<file path="config.mk">
export PLATFORM = sky130hd
export DESIGN_NAME = regfile_write_arbiter
export DESIGN_NICKNAME = d
export VERILOG_FILES = /design/src/rtl/regfile_write_arbiter.sv
export SDC_FILE = /design/constraint.sdc
export NUM_CORES = 1
export LEC_CHECK = 0
export CORE_AREA = 2 2 90 92
export DETAILED_ROUTE_END_ITERATION = 12
export DIE_AREA = 0 0 92 94
export HOLD_SLACK_MARGIN = 0.12
export PLACE_DENSITY = 0.76
export SLEW_MARGIN = 15
export SYNTH_ARGS = -nofsm -noshare
export SYNTH_HDL_FRONTEND = slang
export SYNTH_SLANG_ARGS = --single-unit
</file>
<file path="constraint.sdc">
create_clock -name clk -period 2.33 [get_ports clk]
set_clock_uncertainty 0.2 [all_clocks]
set_input_delay 0.233 -clock clk [delete_from_list [all_inputs] [get_ports clk]]
set_output_delay 0.233 -clock clk [all_outputs]
set_load 0.01 [all_outputs]
</file>
<file path="src/rtl/regfile_write_arbiter.sv">
// Round-robin arbiter that shares the register file's single write port among
// N_REQ writeback requesters, with a registered write stage and grant bookkeeping.
module regfile_write_arbiter #(
    parameter int WORD_WIDTH = 32,
    parameter int N_REQ      = 3,
    localparam int GW        = (N_REQ > 2) ? $clog2(N_REQ) : 1
) (
    input  logic                        clk,
    input  logic                        rst,
    input  logic                        hold,
    input  logic [N_REQ-1:0]            req_valid,
    input  logic [5*N_REQ-1:0]          req_addr,
    input  logic [WORD_WIDTH*N_REQ-1:0] req_data,
    output logic [N_REQ-1:0]            req_ready,
    output logic [4:0]                  regWriteAddr,
    output logic [WORD_WIDTH-1:0]       dataToWrite,
    output logic                        toWrite,
    output logic [GW-1:0]               last_grant,
    output logic [15:0]                 grant_count
);

    logic [GW-1:0]         ptr;
    logic [N_REQ-1:0]      upper_mask;
    logic [N_REQ-1:0]      upper_req;
    logic [N_REQ-1:0]      pick;
    logic [N_REQ-1:0]      grant;
    logic                  found;
    logic [GW-1:0]         win_idx;
    logic [4:0]            win_addr;
    logic [WORD_WIDTH-1:0] win_data;
    logic                  accept;

    // Requesters at or above ptr take precedence; if none is valid, the scan
    // wraps to the lowest valid index below ptr.
    always_comb begin
        upper_mask = '0;
        for (int unsigned i = 0; i < N_REQ; i++) begin
            upper_mask[i] = (i >= 32'(ptr));
        end
        upper_req = req_valid & upper_mask;
        pick      = (upper_req != '0) ? upper_req : req_valid;

        grant   = '0;
        found   = 1'b0;
        win_idx = '0;
        if (!hold) begin
            for (int unsigned i = 0; i < N_REQ; i++) begin
                if (pick[i] && !found) begin
                    found    = 1'b1;
                    grant[i] = 1'b1;
                    win_idx  = GW'(i);
                end
            end
        end
    end

    // Data path select keyed only by the one-hot grant, so ready never depends on addr/data.
    always_comb begin
        win_addr = '0;
        win_data = '0;
        for (int unsigned i = 0; i < N_REQ; i++) begin
            if (grant[i]) begin
                win_addr = req_addr[5*i +: 5];
                win_data = req_data[WORD_WIDTH*i +: WORD_WIDTH];
            end
        end
    end

    always_comb begin
        req_ready = rst ? '0 : grant;
        accept    = |req_ready;
    end

    always_ff @(posedge clk or posedge rst) begin
        if (rst) begin
            ptr          <= '0;
            regWriteAddr <= '0;
            dataToWrite  <= '0;
            toWrite      <= 1'b0;
            last_grant   <= '0;
            grant_count  <= '0;
        end else begin
            toWrite <= 1'b0;
            if (accept) begin
                regWriteAddr <= win_addr;
                dataToWrite  <= win_data;
                toWrite      <= (win_addr != 5'd0);
                last_grant   <= win_idx;
                ptr          <= (win_idx == GW'(N_REQ - 1)) ? '0 : win_idx + GW'(1);
                grant_count  <= grant_count + 16'd1;
            end
        end
    end

endmodule

</file>
==> Yosys cells after proc, flatten, opt, wreduce, memory -nomap -nowiden <==
Index checks and enable logic that the tools add are counted.
{ "op_classes": {"n_addsub": 2, "order_cmp": 3, "n_eq_ne": 1, "muxes": 20, "bitwise": 1, "n_reduce_logical": 7} }
{ "op_table": {"columns": ["operator", "count"], "rows": [
  ["$mux W32", 3],
  ["$add A16 B1 Y16 const B", 1],
  ["$mux W5", 3],
  ["$mux W3", 3],
  ["$mux W1", 8],
  ["$mux W2", 3],
  ["$reduce_bool A5 Y1", 1],
  ["$ge A1 B2 Y1 const A", 2],
  ["$and A3 B3 Y3", 1],
  ["$reduce_bool A3 Y1", 1],
  ["$reduce_or A3 Y1", 1],
  ["$add A2 B1 Y2 const B", 1],
  ["$eq A2 B2 Y1 const B", 1],
  ["$ge A2 B2 Y1 const A", 1],
  ["$logic_and A1 B1 Y1", 2],
  ["$logic_not A1 Y1", 2]
]} }
{ "word_totals": {"register_bits": 58, "in_bits": 117, "out_inout_bits": 59} }

==> Logic depth before layout (Yosys ltp) <==
{ "logic_depth": {"word_depth": 19, "mapped_depth": 6, "mapped_depth_nobuf": 5} }

==> Least setup slack after synthesis <==
No wires, ideal clock.
{ "synth_path": {"path_kind": "input-to-output", "startpoint": "input rst", "endpoint": "output req_ready[1]", "arrival_ps": 1845, "slack_ps": 52, "cell_stages": 2, "n_path_buf": 0, "cell_sequence": "inv_1 -> and2_1"} }
{ "synth_via": {"elab_chain_cells": 1} }
{ "synth_rtl": {"columns": ["element", "line_no", "rtl"], "rows": [
  ["from (decl)", "9", "input logic rst,"],
  ["$mux W3", "70", "req_ready = rst ? '0 : grant;"],
  ["to (decl)", "14", "output logic [N_REQ-1:0] req_ready,"]
]} }
Every way passes these cells.

==> Worst setup path in the final report <==
{ "layout_path": {"startpoint": "register ptr[0]", "endpoint": "output req_ready[0]"} }
{ "layout_via": {"elab_chain_cells": 7, "elab_cells_between_ends": 9, "cone_classes": "order compare: 3; mux: 4; bitwise: 1; reduce/logical: 1"} }
{ "layout_rtl": {"columns": ["element", "line_no", "rtl"], "rows": [
  ["from (decl)", "22", "logic [GW-1:0] ptr;"],
  ["from (signal assigned)", "89", "ptr <= (win_idx == GW'(N_REQ - 1)) ? '0 : win_idx + GW'(1);"],
  ["$ge A1 B2 Y1 or $ge A2 B2 Y1 (tied branches)", "38", "upper_mask[i] = (i >= 32'(ptr));"],
  ["$and A3 B3 Y3 (*)", "40", "upper_req = req_valid & upper_mask;"],
  ["$reduce_bool A3 Y1", "41", "pick = (upper_req != '0) ? upper_req : req_valid;"],
  ["$mux W3 (*)", "41", null],
  ["$mux W1 (*)", "48", "if (pick[i] && !found) begin"],
  ["$mux W3 (*)", "46", "if (!hold) begin"],
  ["$mux W3 (*)", "70", null]
]} }
Mark *: on every way between the ends. The rest lies on a longest branch, timed or not.

==> flow_metrics.env <==
export IMPL_grt_pass1_wl_mm=14.1
export IMPL_irDropWorstVdd_mv=0.310
export IMPL_leakage_nw=2.10
export IMPL_drt_iter0_drc=190
export IMPL_ctsHoldBuffers=0
export IMPL_syn_nets=388
export IMPL_dp_slack_ns=-0.115
export IMPL_core_area_um2=7610
export IMPL_ys_warn_count=0
export IMPL_hpwl_mm=7.28
export IMPL_cap_violations=0
export IMPL_period_minus_slack_ns=2.19
export IMPL_crit_slowest_cell="dfrtp_2"
export IMPL_fin_ws_ns=0.142
export IMPL_io_buffers=175
export IMPL_cts_buffers=9
export IMPL_crit_type="reg -> out"
export IMPL_max_freq_mhz=457
export IMPL_grt_pass1_vias=2965
export IMPL_end_kind="output pin"
export IMPL_min_path_type="in -> async"
export IMPL_htreeDepth=3
export IMPL_ys_seq_elements=58
export IMPL_finalHoldViolCount=0
export IMPL_postRouteAntennaNets=0
export IMPL_diodes=0
export IMPL_drive_above_1_share_pct=10.2
export IMPL_synth_edf_count=0
export IMPL_final_common_cell="clkdlybuf4s50_1"
export IMPL_drtPass1Iterations=8
export IMPL_clkTransAtPathRegs_ns=0.07
export IMPL_powerDensity_nw_per_um2=668
export IMPL_cp_required_ns=1.90
export IMPL_layout_common_cells="clkdlybuf4s50_1 (172), dfrtp_1 (57), nand2_1 (45), a222oi_1 (32), o21ai_1 (31)"
export IMPL_cts_root_buf="clkbuf_8"
export IMPL_rows=32
export IMPL_area_growth_pct=78.6
export IMPL_path_buf_inv=1
export IMPL_io_pins=176
export IMPL_min_period_over_period_pct=93.9
export IMPL_r2r_slack_ns=0.16
export IMPL_ys_types=40
export IMPL_ys_flop_type="dfrtp_1"
export IMPL_stdcell_count=565
export IMPL_reg2reg_to="toWrite$_DFF_PP0_"
export IMPL_cp_depth=4
export IMPL_max_slew_margin_pct=49.1
export IMPL_place_congestion=0.906
export IMPL_reg2reg_depth=7
export IMPL_placedCellCount=547
export IMPL_die_width_um=92
export IMPL_status="finished clean"
export IMPL_via_count=2974
export IMPL_slew_viol_final=0
export IMPL_critPathLaunchType="flip-flop"
export IMPL_netlist_instances=270
export IMPL_syn_area_um2=2800
export IMPL_viasPerCell=5.26
export IMPL_grt_total_usage_pct=21.1
export IMPL_cts_max_path_buffers=2
export IMPL_finalSetupViolations=0
export IMPL_tightestPinTransition_ns=0.758
export IMPL_drt_total_wl_mm=9.36
export IMPL_die_h_um=94
export IMPL_max_stage_delay_ns=0.44
export IMPL_startpoint="ptr[0]$_DFFE_PP0P_"
export IMPL_final_nets=576
export IMPL_synthArstFlopShare_pct=100
export IMPL_rsz0062_at_grt="false"
export IMPL_cp_arrival_ns=1.76
export IMPL_setup_tns_final_ns=0
export IMPL_grt_overflow=0
export IMPL_cp_max_fo=5
export IMPL_insertion_delay_ns=0.32
export IMPL_ys_seq_area_share_pct=51.9
export IMPL_drc=0
export IMPL_cp_cell_sequence="and3b_1 -> a2111oi_4 -> and2_1 -> dlygate4sd2_1"
export IMPL_die_area_um2=8650
export IMPL_start_util_pct=36.8
export IMPL_critical_path_top_delay_family="flip-flops"
export IMPL_r2r_start="ptr[1]$_DFFE_PP0P_"
export IMPL_wl_per_cell_um=16.6
export IMPL_cts_tree="done"
export IMPL_cts_sinks=58
export IMPL_antenna_found_initial=0
export IMPL_endpoint="req_ready[0]"
export IMPL_syn_mean_instance_area_um2=10.4
export IMPL_grt_max_degree=53
## metrics by stage
| stage | hold WS (ns) | utilization (%) | instance area, µm² | total power [mW] |
|---|---|---|---|---|
| after floorplan | 0.183 | - | 2800 | 1.74 |
| after global routing | 0.242 | 65.7 | 5000 | 3.51 |
| after detailed placement | 0.265 | 62.7 | 4770 | 2.42 |
| after CTS | 0.203 | 65.6 | 4990 | 3.37 |
| final | 0.222 | 65.7 | 5000 | 3.34 |
| after global placement | 0.254 | 62.7 | 4770 | 2.39 |
## synth_stat cells, types with 2 or more instances
cell	count	area share, %
a211oi_1	2	0.54
a21o_1	4	1.1
a21oi_1	3	0.54
a222oi_1	32	11
a22o_1	2	0.63
a22oi_1	3	0.80
and2_1	2	0.45
and3_1	2	0.45
buf_2	11	2.0
clkbuf_1	7	0.94
dfrtp_1	58	52
inv_1	4	0.54
nand2_1	45	6.0
nand2b_1	5	1.1
nand3_1	6	1.1
nand4_1	3	0.67
nor2_1	6	0.80
nor3_1	5	0.89
o211a_1	2	0.72
o21ai_0	4	0.72
o21ai_1	31	5.5
xnor2_1	11	3.4
xor2_1	5	1.6
## cell families (layout without fill, tap and decap cells)
group,count (synthesis),in the layout,share of synthesized area (%)
compound gates,91,91,25.3
simple gates,80,80,13.1
flops,58,58,51.9
buf+inv,23,216,3.84
xor+xnor,16,16,5.01
fa+ha+maj,1,1,0.447
mux,1,1,0.402
## worst min path at each step
stage / start / endpoint / cells past startpoint
after floorplan: req_addr[13] / regWriteAddr[3]$_DFFE_PP0P_ / 2
after global placement: regWriteAddr[4]$_DFFE_PP0P_ / regWriteAddr[4]$_DFFE_PP0P_ / 2
after detailed placement: regWriteAddr[4]$_DFFE_PP0P_ / regWriteAddr[4]$_DFFE_PP0P_ / 2
after CTS: rst / last_grant[1]$_DFFE_PP0P_ / 3
after global routing: rst / ptr[1]$_DFFE_PP0P_ / 3
final: rst / last_grant[0]$_DFFE_PP0P_ / 3
## routing by layer
layer / vias up / track usage [%] / share of wire (%)
li1: 1410 / - / -
met1: 1402 / 23.3 / 39
met2: 146 / 38.1 / 51
met3: 16 / 6.02 / 8.5
met4: 0 / 8.96 / 1.8
met5: - / 0 / 0
## where the power goes
part / switching (mW) / internal [mW]
sequential: 0.139 / 1.18
combinational: 0.451 / 0.650
clock: 0.379 / 0.546
## sequential cells by signal, summed over array words and instances, names as in the netlist
signal / count
grant_count: 16
last_grant: 2
regWriteAddr: 5
ptr: 2
toWrite: 1
dataToWrite: 32
## what timing repair did
| item | in CTS | in global routing |
|---|---|---|
| hold endpoints to repair | 0 | 0 |
| endpoints found under the setup margin | 3 | 2 |
| resized for setup | 5 | 3 |
| buffers inserted | 2 | 0 |
| pin swaps | 1 | 1 |
## layout make-up
class	instances	area (µm²)
Fill cell	626	2610
Timing Repair Buffer	196	1930
Sequential cell	58	1450
Multi-Input combinational cell	189	1270
Clock buffer	11	151
Tap cell	102	128
Clock inverter	5	52.6
Inverter	4	15.0
## tightest hold or removal path: stages
cell             delay, ns
clkdlybuf4s50_1       0.50
inv_2                 0.10
buf_4                 0.29
No activity file was read; power rests on OpenSTA's default activity.
